File: src/rtl/rotary_decoder.sv
// -----------------------------------------------------------------------------
// rotary_decoder : debounced quadrature encoder + push-switch decoder.
// Optional saturating position counter enabled by `define ROTARY_DECODER_POSITION_EN
// Rev 1.0
// -----------------------------------------------------------------------------
`default_nettype none

module rotary_decoder #(
  parameter int DEBOUNCE_TICKS = 5,
  parameter int POS_MAX        = 99
) (
  input  logic       CLK,
  input  logic       RESET,
  input  logic       SAMPLE_TICK,
  input  logic       ENC_A,
  input  logic       ENC_B,
  input  logic       ENC_SW,
  output logic       STEP,
  output logic       DIR,
  output logic       SW_LEVEL,
  output logic       SW_PRESS,
  output logic [7:0] POSITION
);

  if (DEBOUNCE_TICKS < 2 || DEBOUNCE_TICKS > 15) begin : g_bad_debounce
    $error("rotary_decoder: DEBOUNCE_TICKS out of range 2..15");
  end
  if (POS_MAX < 1 || POS_MAX > 255) begin : g_bad_pos_max
    $error("rotary_decoder: POS_MAX out of range 1..255");
  end

  localparam logic [3:0] DB_LAST = 4'(DEBOUNCE_TICKS - 1);

  typedef enum logic [2:0] {
    IDLE = 3'd0,
    CW1  = 3'd1,
    CW2  = 3'd2,
    CW3  = 3'd3,
    CCW1 = 3'd4,
    CCW2 = 3'd5,
    CCW3 = 3'd6
  } state_t;

  // Bit order everywhere: [0]=A, [1]=B, [2]=SW
  logic [2:0] raw_in;
  logic [2:0] sync_q1;
  logic [2:0] sync_q2;
  logic [2:0] filt;
  logic [3:0] cnt [3];
  logic [1:0] ab;
  state_t     state;
  logic       sw_level_q;

  assign raw_in = {ENC_SW, ENC_B, ENC_A};
  assign ab     = {filt[0], filt[1]};

  always_ff @(posedge CLK) begin
    if (RESET) begin
      sync_q1 <= '1;
      sync_q2 <= '1;
    end else begin
      sync_q1 <= raw_in;
      sync_q2 <= sync_q1;
    end
  end

  // A filtered bit flips only after DEBOUNCE_TICKS consecutive differing ticks.
  always_ff @(posedge CLK) begin
    if (RESET) begin
      filt <= '1;
      for (int i = 0; i < 3; i++) cnt[i] <= '0;
    end else if (SAMPLE_TICK) begin
      for (int i = 0; i < 3; i++) begin
        if (sync_q2[i] == filt[i]) begin
          cnt[i] <= '0;
        end else if (cnt[i] == DB_LAST) begin
          filt[i] <= sync_q2[i];
          cnt[i]  <= '0;
        end else begin
          cnt[i] <= cnt[i] + 4'd1;
        end
      end
    end
  end

  always_ff @(posedge CLK) begin
    if (RESET) begin
      state <= IDLE;
      STEP  <= 1'b0;
      DIR   <= 1'b0;
    end else begin
      STEP <= 1'b0;
      unique case (state)
        IDLE: begin
          if (ab == 2'b01)      state <= CW1;
          else if (ab == 2'b10) state <= CCW1;
        end
        CW1: begin
          if (ab == 2'b00)      state <= CW2;
          else if (ab == 2'b11) state <= IDLE;
        end
        CW2: begin
          if (ab == 2'b10)      state <= CW3;
          else if (ab == 2'b01) state <= CW1;
        end
        CW3: begin
          if (ab == 2'b11) begin
            state <= IDLE;
            STEP  <= 1'b1;
            DIR   <= 1'b0;
          end else if (ab == 2'b00) begin
            state <= CW2;
          end
        end
        CCW1: begin
          if (ab == 2'b00)      state <= CCW2;
          else if (ab == 2'b11) state <= IDLE;
        end
        CCW2: begin
          if (ab == 2'b01)      state <= CCW3;
          else if (ab == 2'b10) state <= CCW1;
        end
        CCW3: begin
          if (ab == 2'b11) begin
            state <= IDLE;
            STEP  <= 1'b1;
            DIR   <= 1'b1;
          end else if (ab == 2'b00) begin
            state <= CCW2;
          end
        end
        default: state <= IDLE;
      endcase
    end
  end

  assign SW_LEVEL = ~filt[2];

  always_ff @(posedge CLK) begin
    if (RESET) begin
      sw_level_q <= 1'b0;
      SW_PRESS   <= 1'b0;
    end else begin
      sw_level_q <= SW_LEVEL;
      SW_PRESS   <= SW_LEVEL & ~sw_level_q;
    end
  end

`ifdef ROTARY_DECODER_POSITION_EN
  localparam logic [7:0] POS_LIM = 8'(POS_MAX);

  // Switch clear takes precedence over a coincident step.
  always_ff @(posedge CLK) begin
    if (RESET || SW_PRESS) begin
      POSITION <= '0;
    end else if (STEP) begin
      if (!DIR) begin
        if (POSITION != POS_LIM) POSITION <= POSITION + 8'd1;
      end else begin
        if (POSITION != 8'd0) POSITION <= POSITION - 8'd1;
      end
    end
  end
`else
  assign POSITION = '0;
`endif

endmodule

`default_nettype wire

File: config.mk
export PLATFORM = sky130hd
export DESIGN_NAME = rotary_decoder
export DESIGN_NICKNAME = d
export VERILOG_FILES = /design/src/rtl/rotary_decoder.sv
export SDC_FILE = /design/constraint.sdc
export NUM_CORES = 1
export LEC_CHECK = 0
export CORE_MARGIN = 2
export CORE_UTILIZATION = 55
export CTS_BUF_LIST = sky130_fd_sc_hd__clkbuf_8
export DETAILED_ROUTE_END_ITERATION = 7
export DONT_BUFFER_PORTS = 1
export PLACE_DENSITY = 0.75
export SLEW_MARGIN = 40
export SYNTH_ARGS = -nofsm -noshare
export SYNTH_HDL_FRONTEND = slang
export SYNTH_SLANG_ARGS = --single-unit
export TNS_END_PERCENT = 30
File: constraint.sdc
create_clock -name CLK -period 1.89 [get_ports CLK]
set_input_delay 0.378 -clock CLK [delete_from_list [all_inputs] [get_ports CLK]]
set_output_delay 0.378 -clock CLK [all_outputs]
set_load 0.005 [all_outputs]
==> results.toml <==
[run]
maxCapViolCount = 0

[sta]
tns_ns = 0
maxSlewViolCount = 0
finalCritPeriodShare_pct = 83.6
fin_crit_ns = 1.58
finClkSkew_ns = 0.00383
setup_viol = 0
finalHoldViolations = 0
max_freq_ghz = 0.633
rsz0062_at_grt = "false"

[yosys]
ys_types = 32
muxShareOfSynthArea_pct = 0.684
syn_area_per_cell_um2 = 9.69
yosysSeqAreaShare_pct = 46.5
synth_area_mm2 = 0.00146
synth_top_family_by_area = "simple AND/OR/NAND/NOR gates"
yosysWarnings = 0
synthAdderAreaFrac_pct = 9.40
yosys.area_share.simple_pct = 20.2
synth_xor_xnor_area_share_pct = 5.98
synth_compound_area_share_pct = 7.35
synth_cells = 151
ys_ff_latch = 28

[place]
io_buffers = 0
gp_congestion = 0.784
hpwl_um = 1670
placedCellCount = 175

[power_and_ir_drop]
cellPowerDensity_mw_per_mm2 = 818
vdd_drop_max_uv = 547
p_leak_uw = 0.000604
seq_power_share_pct = 54.8
clock_power_share_pct = 38.5
p_sw_share_pct = 20.9
internal_power_uw = 977
p_sw_uw = 258
comb_power_share_pct = 6.7
total_power_uw = 1240

[worst_setup_path]
crit_slowest_cell = "dfxtp_1"
arrival_ns = 1.77
crit_type = "flop to flop"
worstPathMaxFanout = 4
critPathMaxStageDelay_ns = 0.40
required_ns = 2.08
critPathLaunchType = "flop"
crit_buf_inv = 1
crit_family = "compound AO/OA/AOI/OAI gates"
cp-end-kind = "flop"
crit_chain = "inv_1, ha_1, nor4b_2, a211oi_1, o311a_1, a311oi_1"

[drt]
drc = 0
vias = 951
vias_per_cell = 5.31
firstDrtPassIters = 4
first_iter_violations = 11
wire_per_inst_um = 12.7
ant_nets = 0
drt-total-wl_um = 2270

[clock_tree]
clk_latency_ns = 0.28
numCtsBuffers = 3
htreeDepth = 1
cts_tree = "built"
cts_setup_buffers = 0
cts_hold_repair.buffers = 0
cts_resized = 0
cts_sinks = 28
cts_buffer_depth = 2
clk_pin_slew_worst_paths_ns = 0.10
root_buffer = "clkbuf_8"

[layout]
fin_cells = 179
final_util_pct = 60.4
multi_input_area_um2 = 668
syn_to_final_growth_pct = 3.16
antennaDiodeCount = 0
nets = 167
final_layout_size_suffix_gt1_share_pct = 11.4
seq_area_um2 = 681
final_cell_mix = "nor2_1 (24), dfxtp_1 (16), inv_1 (14), edfxtp_1 (12), ha_1 (11)"
mostFrequentLayoutCell = "nor2_1"
fill_cells = 228

[floorplan]
ios = 18
core-area_mm2 = 0.00250
rows = 18
fp.dieArea_mm2 = 0.00309
die_y_um = 55.6
start_util_pct = 58.6
die_w_um = 55.6

[run_status]
outcome = "finished, final reports clean"

[global_routing]
antenna_found_initial = 0
grt_overflow = 0
grt_max_degree = 21
grt_pass1_wl_um = 3800
grtUsageTotal_pct = 15.9
grt_pass1_vias = 921

[worst_hold_path]
hp-class = "input port to flop"
## cell type report
| type | instances | area share (%) |
|---|---|---|
| sequential | 28 | 45.1 |
| multi-input combinational | 103 | 44.2 |
| inverter | 14 | 3.48 |
| clock buffer | 3 | 2.73 |
| tap | 30 | 2.49 |
| clock inverter | 1 | 1.99 |
## cell families after synthesis
group,Yosys count
flip-flops,28
AND/OR/NAND/NOR,57
adder cells (fa/ha/maj),11
AO/OA/AOI/OAI,16
XOR/XNOR,10
multiplexers,1
buffers and inverters,27
other,1
## worst reg2reg max path, stage by stage (launching register included)
cell	delay, ns
dfxtp_1	0.40
inv_1	0.12
ha_1	0.26
nor4b_2	0.27
a211oi_1	0.08
o311a_1	0.12
a311oi_1	0.24
## per-stage QoR
step / setup slack, ns / hold slack (ns) / cell area, µm²
2_1_floorplan: 0.484 / 0.367 / 1490
4_1_cts: 0.309 / 0.146 / 1510
3_5_place_dp: 0.324 / 0.392 / 1440
6_report: 0.310 / 0.154 / 1510
5_1_grt: 0.167 / 0.137 / 1510
3_3_place_gp: 0.446 / 0.374 / 1440
## power groups by stage
stage / clock, µW / sequential (µW) / combinational (µW)
floorplan: 0 / 684 / 87.6
global placement: 0 / 689 / 78.4
detailed placement: 0 / 691 / 82.0
CTS: 481 / 677 / 83.0
global route: 502 / 681 / 94.0
finish: 476 / 677 / 82.7
## flip-flops by register name, indices dropped and copies added, names as in the netlist
name / cells
state: 3
filt: 3
sync_q1: 3
sw_level_q: 1
STEP: 1
SW_PRESS: 1
sync_q2: 3
DIR: 1
cnt: 12
## per-layer routing
layer  track usage, %  vias to the layer above  part of all wire (%)
li1                 -                      479                     -
met1             17.3                      442                    43
met2             28.2                       26                    50
met3             4.65                        4                   5.3
met4             7.32                        0                   1.9
met5                0                        -                     0
## final timing paths
| kind | from | end | slack [ns] | cells past startpoint |
|---|---|---|---|---|
| worst min-delay path | RESET | sw_level_q$_SDFF_PP0_ | 0.15 | 1 |
| worst min register to register | sw_level_q$_SDFF_PP0_ | SW_PRESS$_SDFF_PP0_ | 0.40 | 1 |
| worst max-delay path | filt[0]$_SDFFE_PP1P_ | state[0]$_SDFFE_PP0P_ | 0.31 | 6 |
| worst max register to register | filt[0]$_SDFFE_PP1P_ | state[0]$_SDFFE_PP0P_ | 0.31 | 6 |
## cell usage after synthesis (all sizes together)
| cell | count | share of area [%] |
|---|---|---|
| nor2 | 24 | 6.2 |
| dfxtp | 16 | 22 |
| inv | 14 | 3.6 |
| edfxtp | 12 | 25 |
| buf | 11 | 5.6 |
| ha | 11 | 9.4 |
| or2 | 10 | 4.3 |
| nand3 | 6 | 2.1 |
| xor2 | 6 | 3.6 |
| a21oi | 5 | 1.7 |
| nand2 | 5 | 1.3 |
| xnor2 | 4 | 2.4 |
| a211o | 3 | 1.8 |
| nand3b | 3 | 1.5 |
| o21ai | 3 | 1.0 |
| clkbuf | 2 | 0.51 |
| nor2b | 2 | 0.85 |
| nor3 | 2 | 0.68 |
| a211oi | 1 | 0.51 |
| a311oi | 1 | 0.60 |
| a31oi | 1 | 0.43 |
| and2b | 1 | 0.60 |
| conb | 1 | 0.26 |
| mux2i | 1 | 0.68 |
| nor3b | 1 | 0.51 |
| nor4b | 1 | 1.0 |
| o2111ai | 1 | 0.60 |
| o311a | 1 | 0.68 |
| or3 | 1 | 0.51 |
| or4b | 1 | 0.68 |
No activity file was read; power rests on OpenSTA's default activity.
